File: src/rtl/uart_pkg.sv
// Shared definitions for the UART receive path: frame shape and FSM state encoding.
package uart_pkg;

   localparam int DATA_BITS = 8;
   localparam int STOP_BITS = 1;

   typedef enum logic [2:0] {
      IDLE  = 3'd0,
      START = 3'd1,
      DATA  = 3'd2,
      STOP  = 3'd3,
      BREAK = 3'd4
   } uart_rx_state_t;

endpackage

File: src/rtl/uart_receiver_if.sv
// Dequeue handshake between the UART receiver (master) and its byte consumer (slave).
interface uart_receiver_if;
   import uart_pkg::*;

   logic                 io_deq_valid;
   logic                 io_deq_ready;
   logic [DATA_BITS-1:0] io_deq_bits;

   modport master (output io_deq_valid, output io_deq_bits, input io_deq_ready);
   modport slave  (input io_deq_valid, input io_deq_bits, output io_deq_ready);

endinterface

File: src/rtl/uart_rx_fifo.sv
// Small power-of-two receive FIFO. A pop frees a slot in the same cycle, so a push
// into a full FIFO is accepted when the consumer is popping.
module uart_rx_fifo #(
   parameter int DEPTH = 4,
   parameter int WIDTH = 8
) (
   input  logic             clock,
   input  logic             reset,
   input  logic             enq_valid,
   output logic             enq_ready,
   input  logic [WIDTH-1:0] enq_bits,
   output logic             deq_valid,
   input  logic             deq_ready,
   output logic [WIDTH-1:0] deq_bits,
   output logic             full
);

   localparam int AW = $clog2(DEPTH);

   if (DEPTH < 2 || (DEPTH & (DEPTH - 1)) != 0) begin : g_bad_depth
      $error("uart_rx_fifo: DEPTH must be a power of two and at least 2");
   end

   logic [WIDTH-1:0] mem [DEPTH];
   logic [AW-1:0]    wr_ptr;
   logic [AW-1:0]    rd_ptr;
   logic [AW:0]      count;
   logic             do_enq;
   logic             do_deq;

   assign full      = (count == (AW+1)'(DEPTH));
   assign deq_valid = (count != '0);
   assign enq_ready = !full || deq_ready;
   assign do_deq    = deq_valid && deq_ready;
   assign do_enq    = enq_valid && enq_ready;
   assign deq_bits  = mem[rd_ptr];

   // Storage carries no reset; the head is only meaningful while deq_valid is high.
   always_ff @(posedge clock) begin
      if (do_enq) mem[wr_ptr] <= enq_bits;
   end

   // Pointers wrap naturally at DEPTH; count is one bit wider to tell full from empty.
   always_ff @(posedge clock or negedge reset) begin
      if (!reset) begin
         wr_ptr <= '0;
         rd_ptr <= '0;
         count  <= '0;
      end else begin
         if (do_enq) wr_ptr <= wr_ptr + 1'b1;
         if (do_deq) rd_ptr <= rd_ptr + 1'b1;
         case ({do_enq, do_deq})
            2'b10:   count <= count + 1'b1;
            2'b01:   count <= count - 1'b1;
            default: ;
         endcase
      end
   end

endmodule

File: src/rtl/uart_receiver.sv
// 8N1 UART receiver: synchronizes the line, centre-samples each bit with a baud
// down-counter, buffers bytes in a FIFO and keeps sticky frame/overrun flags.
//
//   state | meaning
//   IDLE  | line idle, waiting for a low level
//   START | half-bit wait, then confirm the start bit is still low
//   DATA  | sample 8 data bits LSB first at bit centres
//   STOP  | sample the stop bit; push byte or flag a frame error
//   BREAK | line held low after a bad stop bit; wait for it to return high
module uart_receiver
   import uart_pkg::*;
#(
   parameter int CLOCK_FREQ = 100_000_000,
   parameter int BAUD_RATE  = 115_200,
   parameter int FIFO_DEPTH = 4
) (
   input  logic             clock,
   input  logic             reset,
   input  logic             io_rx,
   uart_receiver_if.master  deq,
   output logic             io_frame_error,
   output logic             io_overrun,
   input  logic             io_clear_errors,
   output logic             io_busy
);

   localparam int DIVISOR = CLOCK_FREQ / BAUD_RATE;
   localparam int HALF    = DIVISOR / 2;
   localparam int CNT_W   = $clog2(DIVISOR);
   localparam int IDX_W   = $clog2(DATA_BITS);

   localparam logic [CNT_W-1:0] RELOAD_BIT  = CNT_W'(DIVISOR - 1);
   localparam logic [CNT_W-1:0] RELOAD_HALF = CNT_W'(HALF - 1);
   localparam logic [IDX_W-1:0] LAST_IDX    = IDX_W'(DATA_BITS - 1);

   if (DIVISOR < 4) begin : g_divisor_too_small
      $error("uart_receiver: CLOCK_FREQ/BAUD_RATE must be at least 4");
   end

   if (STOP_BITS != 1) begin : g_stop_bits_unsupported
      $error("uart_receiver: only one stop bit is supported");
   end

   logic                 rx_meta;
   logic                 rx_sync;
   uart_rx_state_t       state;
   logic [CNT_W-1:0]     cnt;
   logic [IDX_W-1:0]     idx;
   logic [DATA_BITS-1:0] shift_reg;
   logic                 stop_sample;
   logic                 push;
   logic                 frame_err_set;
   logic                 overrun_set;
   logic                 fifo_enq_ready;
   logic                 fifo_full;

   // Two-flop synchronizer; resets to the idle (high) line level.
   always_ff @(posedge clock or negedge reset) begin
      if (!reset) begin
         rx_meta <= 1'b1;
         rx_sync <= 1'b1;
      end else begin
         rx_meta <= io_rx;
         rx_sync <= rx_meta;
      end
   end

   // Frame sequencing; cnt is a down-counter whose terminal count marks a bit centre.
   always_ff @(posedge clock or negedge reset) begin
      if (!reset) begin
         state     <= IDLE;
         cnt       <= '0;
         idx       <= '0;
         shift_reg <= '0;
      end else begin
         case (state)
            IDLE: begin
               if (!rx_sync) begin
                  state <= START;
                  cnt   <= RELOAD_HALF;
               end
            end
            START: begin
               if (cnt != '0) begin
                  cnt <= cnt - 1'b1;
               end else if (!rx_sync) begin
                  state <= DATA;
                  cnt   <= RELOAD_BIT;
                  idx   <= '0;
               end else begin
                  state <= IDLE;
               end
            end
            DATA: begin
               if (cnt != '0) begin
                  cnt <= cnt - 1'b1;
               end else begin
                  shift_reg[idx] <= rx_sync;
                  cnt            <= RELOAD_BIT;
                  if (idx == LAST_IDX) state <= STOP;
                  else                 idx   <= idx + 1'b1;
               end
            end
            STOP: begin
               if (cnt != '0) cnt   <= cnt - 1'b1;
               else           state <= rx_sync ? IDLE : BREAK;
            end
            BREAK: begin
               if (rx_sync) state <= IDLE;
            end
            default: state <= IDLE;
         endcase
      end
   end

   assign stop_sample   = (state == STOP) && (cnt == '0);
   assign push          = stop_sample && rx_sync;
   assign frame_err_set = stop_sample && !rx_sync;
   // Dropped only when full and no same-cycle pop frees a slot.
   assign overrun_set   = push && fifo_full && !fifo_enq_ready;
   assign io_busy       = (state != IDLE);

   // Sticky error flags; a new event outranks a simultaneous clear.
   always_ff @(posedge clock or negedge reset) begin
      if (!reset) begin
         io_frame_error <= 1'b0;
         io_overrun     <= 1'b0;
      end else begin
         if (frame_err_set)        io_frame_error <= 1'b1;
         else if (io_clear_errors) io_frame_error <= 1'b0;
         if (overrun_set)          io_overrun     <= 1'b1;
         else if (io_clear_errors) io_overrun     <= 1'b0;
      end
   end

   uart_rx_fifo #(
      .DEPTH (FIFO_DEPTH),
      .WIDTH (DATA_BITS)
   ) u_fifo (
      .clock     (clock),
      .reset     (reset),
      .enq_valid (push),
      .enq_ready (fifo_enq_ready),
      .enq_bits  (shift_reg),
      .deq_valid (deq.io_deq_valid),
      .deq_ready (deq.io_deq_ready),
      .deq_bits  (deq.io_deq_bits),
      .full      (fifo_full)
   );

endmodule

File: src/flat_wrapper.sv
// flat-port wrapper written by rule: the top's interface ports become plain ports
module uart_receiver_flat import uart_pkg::*;
#(
   parameter int CLOCK_FREQ = 100_000_000,
   parameter int BAUD_RATE  = 115_200,
   parameter int FIFO_DEPTH = 4
)
  (clock, reset, io_rx, io_frame_error, io_overrun, io_clear_errors, io_busy, deq_io_deq_valid, deq_io_deq_bits, deq_io_deq_ready);
  uart_receiver_if deq_i ();
  input  logic clock;
  input  logic reset;
  input  logic io_rx;
  output logic io_frame_error;
  output logic io_overrun;
  input  logic io_clear_errors;
  output logic io_busy;
  output wire logic [$bits(deq_i.io_deq_valid)-1:0] deq_io_deq_valid;
  output wire logic [$bits(deq_i.io_deq_bits)-1:0] deq_io_deq_bits;
  input wire logic [$bits(deq_i.io_deq_ready)-1:0] deq_io_deq_ready;
  assign deq_io_deq_valid = deq_i.io_deq_valid;
  assign deq_io_deq_bits = deq_i.io_deq_bits;
  assign deq_i.io_deq_ready = deq_io_deq_ready;
  uart_receiver #(.CLOCK_FREQ(CLOCK_FREQ), .BAUD_RATE(BAUD_RATE), .FIFO_DEPTH(FIFO_DEPTH)) u_core (.clock(clock), .reset(reset), .io_rx(io_rx), .deq(deq_i), .io_frame_error(io_frame_error), .io_overrun(io_overrun), .io_clear_errors(io_clear_errors), .io_busy(io_busy));
endmodule
File: config.mk
export PLATFORM = sky130hd
export DESIGN_NAME = uart_receiver_flat
export DESIGN_NICKNAME = d
export VERILOG_FILES = /design/src/rtl/uart_pkg.sv /design/src/rtl/uart_receiver_if.sv /design/src/rtl/uart_rx_fifo.sv /design/src/rtl/uart_receiver.sv /design/src/flat_wrapper.sv
export SDC_FILE = /design/constraint.sdc
export NUM_CORES = 1
export LEC_CHECK = 0
export CORE_MARGIN = 2
export CORE_UTILIZATION = 40
export DETAILED_ROUTE_END_ITERATION = 7
export GPL_TIMING_DRIVEN = 0
export HOLD_SLACK_MARGIN = 0.05
export PLACE_DENSITY = 0.57
export SKIP_LAST_GASP = 1
export SLEW_MARGIN = 30
export SYNTH_ARGS = -nofsm -noshare
export SYNTH_HDL_FRONTEND = slang
export SYNTH_SLANG_ARGS = --single-unit
File: constraint.sdc
create_clock -name clock -period 3.38 [get_ports clock]
set_clock_uncertainty 0.2 [all_clocks]
set_input_delay 0.676 -clock clock [delete_from_list [all_inputs] [get_ports clock]]
set_output_delay 0.676 -clock clock [all_outputs]
set_load 0.01 [all_outputs]
==> results of run 1 <==
-- worst max-delay path by stage --
stage                            startpoint                     end  cells past startpoint
detailed placement         deq_io_deq_ready  u_core.u_fifo.count[2]                     11
global placement           deq_io_deq_ready  u_core.u_fifo.count[2]                     11
global route                  u_core.cnt[0]  u_core.u_fifo.count[2]                     14
CTS                 u_core.u_fifo.rd_ptr[0]      deq_io_deq_bits[0]                      3
floorplan                     u_core.cnt[0]  u_core.u_fifo.count[2]                     14
finish                        u_core.cnt[0]  u_core.u_fifo.count[2]                     14
-- metrics by stage --
stage,TNS (ns),hold slack (ns)
floorplan,0,0.1452
global placement,-0.07280,0.1458
detailed placement,-0.06671,0.1484
CTS,0,0.1148
global route,0,0.1476
finish,0,0.1150
-- power by group --
group          internal (µW)  switching [µW]  total [µW]
sequential               883            49.5         932
combinational            103            87.4         191
clock                    338             303         641
-- layout make-up --
class / instances / area share, %
Inverter: 15 / 1.534
Clock buffer: 9 / 3.375
Tap cell: 102 / 3.478
Clock inverter: 7 / 1.841
Buffer: 10 / 2.012
Multi-Input combinational cell: 138 / 32.66
Sequential cell: 67 / 50.12
Timing Repair Buffer: 17 / 4.978
-- cell families after synthesis --
logic type / count (synthesis)
flops: 67
fa+ha+maj: 9
simple gates: 65
xor+xnor: 6
buf+inv: 26
mux: 20
compound gates: 38
-- placed cells by master (no fill, tap or decap), types with 3 or more instances in the layout --
cell type and n:
or3_1 4, inv_1 15, mux2_1 8, ha_1 7
nor2b_1 3, o21ai_0 8, and2_1 6, nor2_1 11
edfxtp_1 32, xnor2_1 3, clkbuf_8 10, clkbuf_1 3
o31ai_1 4, nand2_1 10, a21oi_1 4, xor2_1 3
nand4_1 10, a211oi_1 4, mux4_2 8, clkdlybuf4s50_1 15
dfrtp_1 33, mux2i_1 3
-- layer usage --
metal	vias to the layer above	part of all wire [%]	global-route usage (%)
li1	925	-	-
met1	947	48	20.68
met2	34	47	23.19
met3	11	2.9	3.417
met4	0	1.4	4.779
met5	-	0	0
==> results_dict.tcl, run 1 <==
set metrics [dict create \
    status "finished, final reports clean" \
    rr_endpoint "u_core.u_fifo.count[2]" \
    layout.nets 272 \
    period_needed_ns 3.122 \
    grt_pass1_vias 1989 \
    end_kind "flop" \
    routedWlPerCell_um 15.57 \
    row_count 32 \
    p_leak_uw 0.001547 \
    yosysSeqAreaShare_pct 58.19 \
    yosysTopAreaCell "edfxtp_1" \
    maxCapViolations 0 \
    clkTransAtPathRegs_ns 0.07 \
    r2r_cells 14 \
    vdd_drop_max_v 0.0001747 \
    utilization_pct 47.74 \
    final_cell_area_mm2 0.003670 \
    die_w_um 92.89 \
    ys_seq_elements 67 \
    syn_inst 231 \
    overflow 0 \
    r2r_setup_slack_ns 0.26 \
    numCtsBuffers 9 \
    clock_latency_ns 0.33 \
    path_class "reg -> reg" \
    synth-simple-area-share_pct 12.71 \
    placed_area_mm2 0.003471 \
    yosysMostFrequentCell "dfrtp_1" \
    path_common_cell "inv_1" \
    hold_violations 0 \
    placedCellCount 350 \
    synth_common_cells "33 x dfrtp_1, 32 x edfxtp_1, 15 x inv_1" \
    synth_fa_ha_area_share_pct 3.800 \
    dieHeight_um 92.89 \
    antenna_found_initial 0 \
    cts.sinks 67 \
    detail_route.first_pass.iterations 4 \
    drc 0 \
    worst_pin_slew_ns 0.6963 \
    critical_path.startpoint_type "flop" \
    diodes 0 \
    initial_utilization_pct 41.11 \
    power_density_mw_per_mm2 480.7 \
    clock_path_buffers 2 \
    postCtsSetupRepairBufs 0 \
    viasPerCell 5.252 \
    worst-path-buf-inv 5 \
    synthXorXnorAreaFrac_pct 1.663 \
    grt_max_degree 22 \
    synthFlopType "dfrtp_1" \
    hp-class "in -> async" \
    fin_ws_ns 0.2578 \
    cp.arrival_ns 3.14 \
    async_flop_share_pct 52.24 \
    ys_top_cells_by_area "edfxtp_1 30%, dfrtp_1 26%, mux4_2 5.7%" \
    synth.avg_cell_area_um2 13.68 \
    clockRootBuffer "clkbuf_8" \
    portBuffers 16 \
    fillers 705 \
    synth_area_mm2 0.003161 \
    cp_cell_sequence "inv_1, ha_2, or4b_1, buf_6, nor4_4, and3_1, buf_2, inv_1, ha_1, inv_1, fa_1, xor2_1, nor2_1, xor2_1" \
    area_delta_synth_final_pct 16.11 \
    cp_max_fo 7 \
    slew_headroom_pct 53.22 \
    yosysUniqueCellTypes 60 \
    crit_family "simple AND/OR/NAND/NOR gates" \
    hold_buffers 0 \
    hpwl_um 3966 \
    multi_input_area_mm2 0.001199 \
    cp.required_ns 3.40 \
    report.final.slew_viol_count 0 \
    synth_top_family_by_area "simple AND/OR/NAND/NOR gates" \
    vias 1917 \
    register_area_mm2 0.001839 \
    min_period_over_period_pct 92.37 \
    fmax_mhz 320.3 \
    htree_levels 3 \
    drt_wl_total_um 5684 \
    max_stage_delay_ns 0.48 \
    drive_gt1_share_pct 17.49 \
    reg2reg_from "u_core.cnt[0]" \
    place_congestion 0.8040 \
    synth-compound-area-share_pct 9.541 \
    largest_reg_flops 32 \
    finalSetupViolations 0 \
    synthMuxAreaShare_pct 9.857 \
    syn-num-nets 245 \
    grt_usage_pct 14.87 \
    core_area_mm2 0.007687 \
    synth.top_cell.area_share_pct 30.40 \
    place_ws_ns -0.06671 \
    cts_tree "yes" \
    ios 17 \
    postRouteAntennaNets 0 \
    cp_slowest_cell "or4b_1" \
    yosys_warnings 0 \
    cts_resized 0 \
    first_iter_violations 62 \
    layout.cells.non_filler 365 \
    grt_pass1_wl_um 9956 \
    finalPower_uw 1764 \
    grt_setup_unrepaired "no" \
    die_area_mm2 0.008629 \
    synth_edf_count 32 \
]
Note: power is estimated with default switching activity, not from simulation.
==> inputs of run 2 (changes only) <==
--- a/config.mk
+++ b/config.mk
@@ -10,6 +10,7 @@
 export DETAILED_ROUTE_END_ITERATION = 7
 export GPL_TIMING_DRIVEN = 0
 export HOLD_SLACK_MARGIN = 0.05
+export MAX_ROUTING_LAYER = met4
 export PLACE_DENSITY = 0.57
 export SKIP_LAST_GASP = 1
 export SLEW_MARGIN = 30
==> results_dict.tcl, run 2 (synthesized netlist as in run 1, its figures left out) <==
set metrics [dict create \
    die_w_um 92.89 \
    utilization_pct 47.74 \
    largest_reg_flops 32 \
    worst_pin_slew_ns 0.6949 \
    layout.cells.non_filler 365 \
    drive_gt1_share_pct 17.49 \
    report.final.slew_viol_count 0 \
    grt_usage_pct 15.34 \
    first_iter_violations 67 \
    slew_headroom_pct 53.32 \
    cts_tree "yes" \
    fmax_mhz 320.1 \
    maxCapViolations 0 \
    routedWlPerCell_um 15.59 \
    clkTransAtPathRegs_ns 0.07 \
    path_class "reg -> reg" \
    numCtsBuffers 9 \
    diodes 0 \
    ios 17 \
    p_leak_uw 0.001547 \
    dieHeight_um 92.89 \
    cts.sinks 67 \
    reg2reg_from "u_core.cnt[0]" \
    place_congestion 0.8157 \
    layout_common_cells "33 x dfrtp_1, 32 x edfxtp_1, 15 x inv_1, 15 x clkdlybuf4s50_1, 11 x nor2_1" \
    clockRootBuffer "clkbuf_8" \
    cp.required_ns 3.40 \
    overflow 0 \
    hp-class "in -> async" \
    cp.arrival_ns 3.15 \
    status "finished, final reports clean" \
    row_count 32 \
    mostFrequentLayoutCell "dfrtp_1" \
    core_area_mm2 0.007687 \
    finalSetupViolations 0 \
    crit_start "u_core.cnt[0]" \
    drc 0 \
    htree_levels 3 \
    grt_max_degree 22 \
    placedCellCount 350 \
    vdd_drop_max_v 0.0001762 \
    layout.nets 272 \
    cp_max_fo 7 \
    grt_pass1_vias 1992 \
    period_needed_ns 3.124 \
    viasPerCell 5.255 \
    initial_utilization_pct 41.11 \
    final_cell_area_mm2 0.003670 \
    critical_path.startpoint_type "flop" \
    antenna_found_initial 0 \
    portBuffers 16 \
    power_density_mw_per_mm2 480.2 \
    holdWs_ns 0.1130 \
    drt_wl_total_um 5691 \
    grt_setup_unrepaired "no" \
    grt_pass1_wl_um 9970 \
    vias 1918 \
    clock_latency_ns 0.33 \
    hpwl_um 3966 \
    die_area_mm2 0.008629 \
    postRouteAntennaNets 0 \
    hold_violations 0 \
    placed_area_mm2 0.003471 \
    clock_path_buffers 2 \
    area_delta_synth_final_pct 16.11 \
    end_kind "flop" \
    min_period_over_period_pct 92.43 \
    detail_route.first_pass.iterations 4 \
]
run 2: cell counts in the layout (fill, tap and decap cells not counted):
No cell type changed its count.
run 2: final timing paths:
check	cells after the start	slack (ns)	to
min in group clock	0	0.16	u_core.rx_sync
worst max-delay path	14	0.26	u_core.u_fifo.count[2]
worst max register to register	14	0.26	u_core.u_fifo.count[2]
max in group asynchronous	2	2.40	u_core.state[1]
worst min-delay path	1	0.11	u_core.u_fifo.count[1]
worst min register to register	0	0.16	u_core.rx_sync
run 2: worst max-delay path, cell delays in order, from the launching register on:
cell and delay, ns:
dfrtp_1 0.40, inv_1 0.08, ha_2 0.22, or4b_1 0.48, buf_6 0.17, nor4_4 0.26, and3_1 0.19, buf_2 0.16
inv_1 0.06, ha_1 0.21, inv_1 0.07, fa_1 0.17, xor2_1 0.14, nor2_1 0.06, xor2_1 0.14
run 2: repair_timing:
action                     CTS  global route
setup buffers                0             0
hold buffers                 0             0
setup endpoints to repair    0             7
gates resized for setup      0             2
run 2: area by class of cell:
cell class,instances,area [µm²]
clock buffer,9,123.9
timing repair buffer,17,182.7
buffer,10,73.82
tap,102,127.6
clock inverter,7,67.56
multi-input combinational,138,1199
fill,705,4018
inverter,15,56.30
sequential,67,1839
run 2: power breakdown:
group | internal, µW | switching [µW]
Clock | 338 | 303
Combinational | 103 | 86.7
Sequential | 883 | 49.3
Total | 1320 | 439
run 2: per-layer routing:
metal	track usage [%]	up-vias	wire length [µm]
li1	-	926	-
met1	20.68	953	2757
met4	4.779	0	76
met2	23.19	30	2701
met5	-	-	0
met3	3.662	9	156
run 2: stage by stage:
step                setup WS (ns)  TNS (ns)  power (µW)
floorplan                  0.4251         0        1085
global placement         -0.07280  -0.07280        1143
detailed placement       -0.06671  -0.06671        1151
CTS                       0.06403         0        1798
global route              0.03718         0        1857
finish                     0.2560         0        1762
==> inputs of run 3 (changes only) <==
==> constraint.sdc (replaced) <==
create_clock -name clock -period 3.3 [get_ports clock]
set_clock_uncertainty 0.2 [all_clocks]
set_input_delay 0.66 -clock clock [delete_from_list [all_inputs] [get_ports clock]]
set_output_delay 0.66 -clock clock [all_outputs]
set_load 0.02 [all_outputs]
==> results_dict.tcl, run 3 (synthesized netlist as in run 1, its figures left out) <==
set metrics [dict create \
    hp-class "in -> async" \
    cp.required_ns 3.32 \
    vdd_drop_max_v 0.0001817 \
    overflow 0 \
    cts.sinks 67 \
    clkTransAtPathRegs_ns 0.07 \
    end_kind "flop" \
    ios 17 \
    vias 1922 \
    place_congestion 0.8157 \
    clock_path_buffers 2 \
    p_leak_uw 0.001552 \
    path_class "reg -> reg" \
    clockRootBuffer "clkbuf_8" \
    htree_levels 3 \
    area_delta_synth_final_pct 16.43 \
    p_seq_share_pct 52.6 \
    grt_max_degree 22 \
    largest_reg_flops 32 \
    portBuffers 16 \
    first_iter_violations 57 \
    postRouteAntennaNets 0 \
    pwr-share-comb_pct 11.0 \
    grt_pass1_wl_um 9963 \
    power.internal_uw 1356 \
    drc 0 \
    initial_utilization_pct 41.11 \
    routedWlPerCell_um 15.67 \
    fmax_mhz 321.5 \
    fillers 705 \
    finalPower_uw 1813 \
    antenna_found_initial 0 \
    min_period_over_period_pct 94.24 \
    holdWs_ns 0.09989 \
    numCtsBuffers 9 \
    multi_input_area_mm2 0.001199 \
    hold_violations 0 \
    grt_pass1_vias 1993 \
    layout_common_cells "33 x dfrtp_1, 32 x edfxtp_1, 15 x inv_1, 15 x clkdlybuf4s50_1, 11 x nor2_1" \
    hpwl_um 3966 \
    drive_gt1_share_pct 17.80 \
    switching_share_pct 25.23 \
    worst_pin_slew_ns 0.7068 \
    grt_usage_pct 15.33 \
    die_w_um 92.89 \
    finalSetupViolations 0 \
    cts_tree "yes" \
    tns_ns 0 \
    mostFrequentLayoutCell "dfrtp_1" \
    pwr-share-clk_pct 36.3 \
    critical_path.startpoint_type "flop" \
    detail_route.first_pass.iterations 4 \
    register_area_mm2 0.001839 \
    core_area_mm2 0.007687 \
    drt_wl_total_um 5735 \
    dieHeight_um 92.89 \
    clock_latency_ns 0.34 \
    diodes 0 \
    slew_headroom_pct 52.52 \
    report.final.slew_viol_count 0 \
    status "finished, final reports clean" \
    period_needed_ns 3.110 \
    cp.arrival_ns 3.13 \
    power.switching_uw 457.6 \
    utilization_pct 47.87 \
    row_count 32 \
    viasPerCell 5.251 \
    die_area_mm2 0.008629 \
    power_density_mw_per_mm2 492.8 \
    cp_max_fo 7 \
    maxCapViolations 0 \
    layout.nets 273 \
]
run 3: metrics by stage:
stage               setup WS (ns)  instances  instance area, µm²
floorplan                  0.3451        231                3161
global placement          -0.1368        349                3448
detailed placement        -0.1307        350                3471
CTS                       0.07246        365                3659
global route            -0.005109        366                3680
finish                     0.1900        366                3680
run 3: area by class of cell:
| class | instances | share of cell area [%] |
|---|---|---|
| plain buffers | 10 | 2.074 |
| clock buffers | 9 | 3.366 |
| multi-input cells | 138 | 32.57 |
| repair buffers | 18 | 5.168 |
| flip-flops and latches | 67 | 49.98 |
| inverters | 15 | 1.530 |
| well taps | 102 | 3.468 |
| clock inverters | 7 | 1.836 |
run 3: routing by layer:
layer / part of all wire (%) / global-route usage (%)
met4: 1.4 / 4.779
met1: 49 / 20.58
met2: 47 / 23.25
met3: 2.6 / 3.662
met5: 0 / -
run 3: final timing paths:
kind                                start                     end  slack [ns]  depth (start not counted)
max                         u_core.cnt[0]  u_core.u_fifo.count[2]        0.19                         14
min                                 reset  u_core.u_fifo.count[1]         0.1                          1
max reg2reg                 u_core.cnt[0]  u_core.u_fifo.count[2]        0.19                         14
min reg2reg                u_core.rx_meta          u_core.rx_sync        0.16                          0
max in group asynchronous           reset         u_core.state[1]        2.33                          2
min in group clock         u_core.rx_meta          u_core.rx_sync        0.16                          0
run 3: repair_timing:
item | in CTS | in global routing
setup buffers | 0 | 1
setup endpoints to repair | 8 | 2
hold buffers | 0 | 0
gates resized for setup | 0 | 3
pin swaps | 0 | 2
run 3: worst max-delay path: stages (launching register included):
cell and delay, ns:
dfrtp_1 0.40, inv_1 0.08, ha_2 0.22, or4b_1 0.48, buf_6 0.17, nor4_4 0.26
and3_1 0.19, clkbuf_4 0.16, inv_1 0.05, ha_1 0.21, inv_1 0.07, fa_1 0.17
xor2_1 0.14, nor2_1 0.06, xor2_1 0.14
run 3: power groups by stage:
stage | clock [µW] | sequential (µW) | combinational, µW
4_1_cts | 679 | 958 | 204
3_5_place_dp | 0 | 942 | 241
6_report | 659 | 954 | 200
5_1_grt | 720 | 964 | 221
2_1_floorplan | 0 | 936 | 179
3_3_place_gp | 0 | 941 | 234
